### config.mk
export PLATFORM = sky130hd
export DESIGN_NAME = reg_file_2r1w_sb
export DESIGN_NICKNAME = d
export VERILOG_FILES = /design/src/rtl/reg_file_2r1w_sb_pkg.sv /design/src/rtl/reg_file_2r1w_sb_scoreboard.sv /design/src/rtl/reg_file_2r1w_sb.sv
export SDC_FILE = /design/constraint.sdc
export NUM_CORES = 1
export LEC_CHECK = 0
export CORE_ASPECT_RATIO = 1.25
export CORE_MARGIN = 1.5
export CORE_UTILIZATION = 55
export CTS_CLUSTER_SIZE = 40
export DETAILED_ROUTE_END_ITERATION = 12
export GPL_TIMING_DRIVEN = 0
export MAX_ROUTING_LAYER = met4
export PLACE_DENSITY = 0.78
export SLEW_MARGIN = 5
export SYNTH_ARGS = -nofsm -noshare
export SYNTH_HDL_FRONTEND = slang
export SYNTH_SLANG_ARGS = --single-unit
### constraint.sdc
create_clock -name clk -period 8.86 [get_ports clk]
set_input_delay 0.886 -clock clk [delete_from_list [all_inputs] [get_ports clk]]
set_output_delay 0.886 -clock clk [all_outputs]
set_load 0.02 [all_outputs]
### src/rtl/reg_file_2r1w_sb_pkg.sv
// Shared constants and helpers for the two-read / one-write register file
// with its busy scoreboard.
package reg_file_2r1w_sb_pkg;

   // Default geometry: sixteen 16-bit registers.
   localparam int DEF_DATA_W = 16;
   localparam int DEF_ADDR_W = 4;

   // Location that is hardwired to zero when the zero register is enabled.
   localparam int ZERO_LOC = 0;

   // Ceiling log2, used to size counters that must hold 0..N inclusive.
   function automatic int rf_clog2(input int value);
      int result;
      int remaining;
      result    = 0;
      remaining = value - 1;
      while (remaining > 0) begin
         result    = result + 1;
         remaining = remaining >> 1;
      end
      return result;
   endfunction

endpackage

### src/rtl/reg_file_2r1w_sb_scoreboard.sv
// Busy scoreboard: one bit per register plus a running count of set bits.
// Decode reserves a destination, write-back releases it. The enables arriving
// here are already filtered by the top level (the zero register never reaches
// the scoreboard), so every request seen here is acted upon.
module rf_scoreboard
   import reg_file_2r1w_sb_pkg::*;
#(
   parameter int ADDR_W = DEF_ADDR_W
) (
   input  logic              clk,
   input  logic              rst,
   input  logic              rsv,
   input  logic [ADDR_W-1:0] rsv_loc,
   input  logic              write,
   input  logic [ADDR_W-1:0] wrt_loc,
   input  logic [ADDR_W-1:0] look_loc1,
   input  logic [ADDR_W-1:0] look_loc2,
   output logic              look_busy1,
   output logic              look_busy2,
   output logic [ADDR_W:0]   busy_cnt
);

   localparam int DEPTH = 1 << ADDR_W;
   localparam int CNT_W = rf_clog2(DEPTH + 1);

   logic [DEPTH-1:0] busy;
   logic [DEPTH-1:0] busy_next;
   logic [CNT_W-1:0] count;
   logic             rsv_new;
   logic             release_hit;

   // Next busy vector: release first, then reserve, so a reservation landing
   // on the location being written back leaves the bit set (the new producer
   // wins). The count only moves on real 0->1 and 1->0 transitions.
   always_comb begin
      busy_next   = busy;
      rsv_new     = 1'b0;
      release_hit = 1'b0;
      if (write) begin
         busy_next[wrt_loc] = 1'b0;
      end
      if (rsv) begin
         busy_next[rsv_loc] = 1'b1;
      end
      rsv_new     = rsv && !busy[rsv_loc];
      release_hit = write && busy[wrt_loc] && !(rsv && (rsv_loc == wrt_loc));
   end

   // Busy bits: cleared asynchronously, otherwise follow the computed vector.
   always_ff @(posedge clk or posedge rst) begin
      if (rst) begin
         busy <= '0;
      end else begin
         busy <= busy_next;
      end
   end

   // Busy count: +1 for a new reservation, -1 for a release, both cancel.
   // The range 0..DEPTH fits the counter, so no wrap protection is needed.
   always_ff @(posedge clk or posedge rst) begin
      if (rst) begin
         count <= '0;
      end else begin
         case ({rsv_new, release_hit})
            2'b10:   count <= count + CNT_W'(1);
            2'b01:   count <= count - CNT_W'(1);
            default: count <= count;
         endcase
      end
   end

   // Two independent combinational lookups of the registered busy bits.
   always_comb begin
      look_busy1 = busy[look_loc1];
      look_busy2 = busy[look_loc2];
   end

   assign busy_cnt = count;

endmodule

### src/rtl/reg_file_2r1w_sb.sv
// Register file with two combinational read ports, one synchronous write
// port, optional hardwired zero register, optional write-to-read bypass and
// a per-register busy scoreboard for issue stalls.
module reg_file_2r1w_sb
   import reg_file_2r1w_sb_pkg::*;
#(
   parameter int DATA_W   = DEF_DATA_W,
   parameter int ADDR_W   = DEF_ADDR_W,
   parameter int ZERO_REG = 1,
   parameter int BYPASS   = 1
) (
   input  logic              clk,
   input  logic              rst,
   input  logic [ADDR_W-1:0] rd_loc1,
   output logic [DATA_W-1:0] rd_data1,
   output logic              rd_busy1,
   input  logic [ADDR_W-1:0] rd_loc2,
   output logic [DATA_W-1:0] rd_data2,
   output logic              rd_busy2,
   input  logic              write,
   input  logic [ADDR_W-1:0] wrt_loc,
   input  logic [DATA_W-1:0] wrt_data,
   input  logic              rsv,
   input  logic [ADDR_W-1:0] rsv_loc,
   output logic [ADDR_W:0]   busy_cnt
);

   localparam int                DEPTH     = 1 << ADDR_W;
   localparam logic [ADDR_W-1:0] ZERO_ADDR = ADDR_W'(ZERO_LOC);
   localparam bit                HAS_ZERO  = (ZERO_REG != 0);
   localparam bit                HAS_BYP   = (BYPASS != 0);

   logic [DATA_W-1:0] mem [DEPTH];
   logic              write_eff;
   logic              rsv_eff;
   logic              sb_busy1;
   logic              sb_busy2;

   // Requests aimed at the hardwired zero register are dropped here so that
   // neither storage nor the scoreboard ever sees them.
   always_comb begin
      write_eff = write;
      rsv_eff   = rsv;
      if (HAS_ZERO && (wrt_loc == ZERO_ADDR)) begin
         write_eff = 1'b0;
      end
      if (HAS_ZERO && (rsv_loc == ZERO_ADDR)) begin
         rsv_eff = 1'b0;
      end
   end

   // Register storage: cleared asynchronously, one write per rising edge.
   always_ff @(posedge clk or posedge rst) begin
      if (rst) begin
         for (int i = 0; i < DEPTH; i++) begin
            mem[i] <= '0;
         end
      end else if (write_eff) begin
         mem[wrt_loc] <= wrt_data;
      end
   end

   rf_scoreboard #(
      .ADDR_W (ADDR_W)
   ) u_scoreboard (
      .clk        (clk),
      .rst        (rst),
      .rsv        (rsv_eff),
      .rsv_loc    (rsv_loc),
      .write      (write_eff),
      .wrt_loc    (wrt_loc),
      .look_loc1  (rd_loc1),
      .look_loc2  (rd_loc2),
      .look_busy1 (sb_busy1),
      .look_busy2 (sb_busy2),
      .busy_cnt   (busy_cnt)
   );

   // Read port 1: stored value, overridden by same-cycle write data when the
   // bypass is enabled. A bypassed value is final unless a new reservation
   // hits the same register this cycle. Zero register and reset force 0.
   always_comb begin
      rd_data1 = mem[rd_loc1];
      rd_busy1 = sb_busy1;
      if (HAS_BYP && write_eff && (wrt_loc == rd_loc1)) begin
         rd_data1 = wrt_data;
         rd_busy1 = rsv_eff && (rsv_loc == rd_loc1);
      end
      if (HAS_ZERO && (rd_loc1 == ZERO_ADDR)) begin
         rd_data1 = '0;
         rd_busy1 = 1'b0;
      end
      if (rst) begin
         rd_data1 = '0;
         rd_busy1 = 1'b0;
      end
   end

   // Read port 2: identical to port 1, fully independent address.
   always_comb begin
      rd_data2 = mem[rd_loc2];
      rd_busy2 = sb_busy2;
      if (HAS_BYP && write_eff && (wrt_loc == rd_loc2)) begin
         rd_data2 = wrt_data;
         rd_busy2 = rsv_eff && (rsv_loc == rd_loc2);
      end
      if (HAS_ZERO && (rd_loc2 == ZERO_ADDR)) begin
         rd_data2 = '0;
         rd_busy2 = 1'b0;
      end
      if (rst) begin
         rd_data2 = '0;
         rd_busy2 = 1'b0;
      end
   end

endmodule
==> results.cfg, run 1 <==
[run_status]
status = finished, final reports clean

[clock_tree]
tritoncts = built
hold_buffers = 0
cts_buffer_depth = 3
cts_resized = 0
clock_latency_ns = 0.55
clockRootBuffer = clkbuf_16
clk_pin_slew_ns = 0.06
cts_buffers = 28
h-tree-depth = 1
cts.sinks = 277
cts_setup_buffers = 0

[setup_path]
cp.arrival_ns = 4.38
rrSetupSlack_ns = 5.67
critPathRequiredTime_ns = 7.97
r2r_start = u_scoreboard.busy[11]
crit_path_end_kind = output pin
reg2regPathDepth = 10
r2r-end = u_scoreboard.busy_cnt[4]
worst_setup_path_start_kind = primary input
crit_chain = clkdlybuf4s50_1, clkinvlp_4, buf_12, buf_12, o41ai_2, a31oi_2, buf_2, a22o_1, clkdlybuf4s50_1
cp_slowest_cell = clkdlybuf4s50_1
critPathKind = primary input to output pin
cp_slowest_stage_delay_ns = 0.64
worst-path-max-fanout = 38

[timing]
layout_min_cycle_time_ns = 5.26
fmax_mhz = 190
slew_viol_final = 0
tightest_slew_ns = 0.958
fin_crit_sh_pct = 59.4
finalHoldViolations = 0
slew_headroom_pct = 36.2
fin_setup_tns_ns = 0
rsz0062_at_grt = no
setup_viol = 0
skew_ns = 0.00807

[placement]
hpwlAfterDp_um = 32500
gp_congestion = 0.988
io_buffers = 64
place_area_sq_um = 16900

[yosys]
synth_nets = 1110
synth-main-ff-cell = dfrtp_1
synth-async-reset-ratio_pct = 100
syn_area_per_cell_sq_um = 14.7
ys_types = 41
synth_edf_count = 0
ys_ff_latch = 277
synth_warnings = 0
netlist_area_sq_um = 15700
synth_cells = 1069
ys_seq_area_share_pct = 44.2

[detailed_routing]
drt-total-wl_um = 46500
num_vias = 10700
post-route-drc-count = 0
drt-vias-per-instance = 6.97
first_iter_violations = 1034
first_pass_iters = 7
ant_nets = 0
wl_per_cell_um = 30.1

[final_layout]
finalNetCount = 1211
fin_area_sq_um = 17800
syn2layout_area_growth_pct = 13.5
drive_gt1_share_pct = 40.1
num-fill-cells = 2068
num_antenna_cells = 0

[power]
power_density_nw_per_um2 = 224
p_leak_nw = 7.42
total_power_mw = 4.00
ir_worst_vdd_mv = 0.160

[worst_hold_path]
min_path_cells = 1
hold_class = flop to flop
hold_end = u_scoreboard.busy_cnt[4]
hp-start = u_scoreboard.busy_cnt[4]

[global_routing]
grt_pass1_vias = 11100
grt_max_degree = 42
grt_overflow_total = 0
antenna_found_initial = 0
grt_pass1_wl_um = 70100
track_usage_pct = 33.6

[die]
num_rows = 68
die_h_um = 192
dieArea_sq_um = 29600
io_pins = 75
die_w_um = 154
core-area_sq_um = 27800
initial_utilization_pct = 56.4

[job]
max-cap-violations = 0
-- worst max-delay path by stage --
| stage | endpoint | start |
|---|---|---|
| finish | rd_data1[6] | rst |
| global route | rd_data2[9] | rst |
| CTS | rd_data2[8] | rst |
| detailed placement | rd_data2[8] | rst |
| global placement | rd_data2[8] | rst |
| floorplan | rd_data1[10] | rst |
-- state kept, by name, indices dropped and copies added, names as in the netlist --
name	count
u_scoreboard.busy	16
mem	256
u_scoreboard.busy_cnt	5
-- worst max-delay path: cells and delay by family --
| family | cells | cell delay [ns] |
|---|---|---|
| buffers and inverters | 6 | 2.57 |
| AO/OA/AOI/OAI | 3 | 0.88 |
-- synthesized netlist by cell type (10+ instances only) --
master	count	area share, %
dfrtp_1	277	44
mux2_2	231	17
mux4_2	126	18
clkbuf_1	53	1.3
buf_2	48	1.5
a21oi_1	34	1.1
nor2b_1	33	1.3
a211oi_1	32	1.5
a22o_1	32	1.8
mux2i_1	32	2.0
mux4_1	22	3.7
xor2_1	21	1.2
o21ai_0	20	0.64
nor2_1	16	0.38
buf_4	11	0.53
mux2_1	10	0.72
-- routing by layer --
metal  part of all wire (%)  global-route usage [%]
met1                     36                    41.7
met2                     49                    53.3
met5                      0                       -
met4                    6.5                    19.3
met3                    8.4                    4.87
-- logic make-up after synthesis --
| family | Yosys count | synth area share, % |
|---|---|---|
| muxes | 421 | 41.1 |
| AOI/OAI and AO/OA | 134 | 6.10 |
| and+or+nand+nor | 82 | 2.87 |
| xor gates and xnor gates | 25 | 1.39 |
| adders and majority gates | 5 | 0.446 |
| buffers and inverters | 125 | 3.94 |
| DFF | 277 | 44.2 |
-- report_power, final --
part	leakage (nW)	switching [mW]	total (mW)	internal, mW
registers	3.42	0.217	1.77	1.55
logic	3.56	0.445	1.07	0.624
clock network	0.445	0.505	1.16	0.657
-- layout by cell type, fill, tap and decap left out, types with 8 or more instances in the layout --
master | netlist | final
xor2_1 | 21 | 21
clkdlybuf4s50_1 | 0 | 64
a211oi_1 | 32 | 32
mux2_1 | 10 | 10
mux4_1 | 22 | 22
mux4_2 | 126 | 126
buf_2 | 48 | 48
buf_12 | 2 | 9
nor2_1 | 16 | 16
mux2_2 | 231 | 231
nor2b_1 | 33 | 33
o21ai_0 | 20 | 20
a21oi_1 | 34 | 34
buf_4 | 11 | 11
a22o_1 | 32 | 32
clkbuf_16 | 0 | 29
dfrtp_1 | 277 | 277
mux2i_1 | 32 | 32
nand2_1 | 8 | 8
clkbuf_1 | 53 | 61
-- cell type report --
class / instances / area [sq um] / area share, %
Timing Repair Buffer: 71 / 781 / 4.38
Tap cell: 350 / 438 / 2.46
Clock buffer: 44 / 852 / 4.78
Clock inverter: 8 / 42.5 / 0.239
Multi-Input combinational cell: 667 / 8150 / 45.7
Sequential cell: 277 / 6930 / 38.9
Buffer: 121 / 603 / 3.39
Inverter: 4 / 18.8 / 0.105
-- metrics by stage --
step | setup WS [ns] | util (%) | instances | hold slack [ns]
after floorplan | 2.21 | - | 1069 | 0.436
after CTS | 3.64 | 64.0 | 1542 | 0.475
after detailed placement | 3.65 | 60.8 | 1490 | 0.463
final | 3.60 | 64.0 | 1542 | 0.472
after global placement | -0.742 | 60.3 | 1483 | 0.451
after global routing | 3.39 | 64.0 | 1542 | 0.478
No activity file was read; power rests on OpenSTA's default activity.
==> run 2, diff against run 1 <==
--- a/config.mk
+++ b/config.mk
@@ -12,7 +12,7 @@
 export DETAILED_ROUTE_END_ITERATION = 12
 export GPL_TIMING_DRIVEN = 0
 export MAX_ROUTING_LAYER = met4
-export PLACE_DENSITY = 0.78
+export PLACE_DENSITY = 0.75
 export SLEW_MARGIN = 5
 export SYNTH_ARGS = -nofsm -noshare
 export SYNTH_HDL_FRONTEND = slang
==> constraint.sdc (replaced) <==
create_clock -name clk -period 5.17 [get_ports clk]
set_input_delay 0.517 -clock clk [delete_from_list [all_inputs] [get_ports clk]]
set_output_delay 0.517 -clock clk [all_outputs]
set_load 0.02 [all_outputs]
==> results.cfg, run 2 (synthesized netlist as in run 1, its figures left out) <==
[job]
max-cap-violations = 0

[detailed_routing]
num_vias = 10700
drt-total-wl_um = 47400
post-route-drc-count = 0
first_iter_violations = 932
ant_nets = 0
wl_per_cell_um = 30.6
drt-vias-per-instance = 6.90
first_pass_iters = 5

[setup_path]
cp_top_family = buffers and inverters
critPathKind = primary input to output pin
worst_setup_path_start_kind = primary input
worst-path-max-fanout = 10
cp_slowest_cell = buf_1
cp_slowest_stage_delay_ns = 0.72
crit_path_end_kind = output pin
cp.arrival_ns = 3.74
crit_chain = buf_2, buf_2, buf_1, clkbuf_1, a211oi_1, a21oi_1, a22o_4, clkdlybuf4s50_1
r2r-end = u_scoreboard.busy_cnt[4]
crit_path_frequent_cell = buf_2
path_buf_inv = 5
r2r_start = u_scoreboard.busy[7]
rrSetupSlack_ns = 2.01
reg2regPathDepth = 10
critPathRequiredTime_ns = 4.65

[global_routing]
top_usage_layer = met2
grt_overflow_total = 0
grt_pass1_wl_um = 71500
use_met2_pct = 55.9
track_usage_pct = 34.3
grt.met3_usage_pct = 5.66
grt_max_degree = 41
grt_pass1_vias = 11100
grtUsageMet1_pct = 42.9
antenna_found_initial = 0

[clock_tree]
cts.sinks = 277
cts_buffers = 29
tritoncts = built
cts_buffer_depth = 3
hold_buffers = 0
clk_pin_slew_ns = 0.06
cts_setup_buffers = 0
clockRootBuffer = clkbuf_16
h-tree-depth = 1
clock_latency_ns = 0.57
cts_resized = 0

[final_layout]
final_cell_mix = dfrtp_1, mux2_2, mux4_2
num_antenna_cells = 0
fin_util_pct = 65.4
final_common_cell = dfrtp_1
largest_reg_flops = 256
finalNetCount = 1213
layout.cells.non_filler = 1545
drive_gt1_share_pct = 42.3
syn2layout_area_growth_pct = 15.9
largest_register = mem

[worst_hold_path]
hold_class = primary input to asynchronous set/reset pin

[placement]
gp_congestion = 1.05
io_buffers = 64
hpwlAfterDp_um = 32700
post-place-cells = 1491

[power]
power_density_nw_per_um2 = 398
ir_worst_vdd_mv = 0.297
p_leak_nw = 7.62

[die]
num_rows = 68
die_w_um = 154
initial_utilization_pct = 56.4
core-area_sq_um = 27800
io_pins = 75
die_h_um = 192
dieArea_sq_um = 29600

[timing]
slew_viol_final = 0
fin_crit_sh_pct = 82.4
worst_hold_slack_ns = 0.305
setup_viol = 0
slew_headroom_pct = 28.9
tightest_slew_ns = 1.06
skew_ns = 0.0197
layout_min_cycle_time_ns = 4.26
rsz0062_at_grt = no
fmax_mhz = 235
finalHoldViolations = 0

[run_status]
status = finished, final reports clean
[run 2: how the worst max path moves through the flow]
stage	from	end	cells after the start
after CTS	rst	rd_data2[5]	9
after floorplan	rst	rd_data1[5]	5
after global routing	rst	rd_data2[5]	9
after global placement	rst	rd_data2[5]	7
final	rd_loc1[0]	rd_data1[7]	8
after detailed placement	rsv_loc[0]	u_scoreboard.busy_cnt[4]	12
[run 2: power breakdown]
| group | switching (mW) | internal (mW) | total [mW] |
|---|---|---|---|
| clock | 0.913 | 1.44 | 2.35 |
| combinational | 0.775 | 1.09 | 1.86 |
| sequential | 0.370 | 2.65 | 3.03 |
[run 2: final cells by class]
| type | instances | area [sq um] |
|---|---|---|
| Clock inverter | 16 | 240 |
| Inverter | 4 | 18.8 |
| Multi-Input combinational cell | 667 | 8290 |
| Buffer | 121 | 628 |
| Fill cell | 2044 | 9630 |
| Clock buffer | 38 | 840 |
| Tap cell | 350 | 438 |
| Timing Repair Buffer | 72 | 808 |
| Sequential cell | 277 | 6930 |
[run 2: through the flow]
step	setup WS (ns)	TNS [ns]	cell area (sq um)	power, mW
floorplan	-0.710	-21.85	15900	4.30
global placement	-3.71	-423.47	16900	4.78
detailed placement	1.01	0	17100	4.89
CTS	1.03	0	18200	7.24
global route	0.822	0	18200	7.52
finish	0.909	0	18200	7.24
[run 2: per-layer routing]
| layer | vias up | share of wire [%] |
|---|---|---|
| met4 | 0 | 4.6 |
| met5 | - | 0 |
| li1 | 4356 | - |
| met3 | 122 | 7.5 |
| met1 | 5638 | 38 |
| met2 | 540 | 50 |
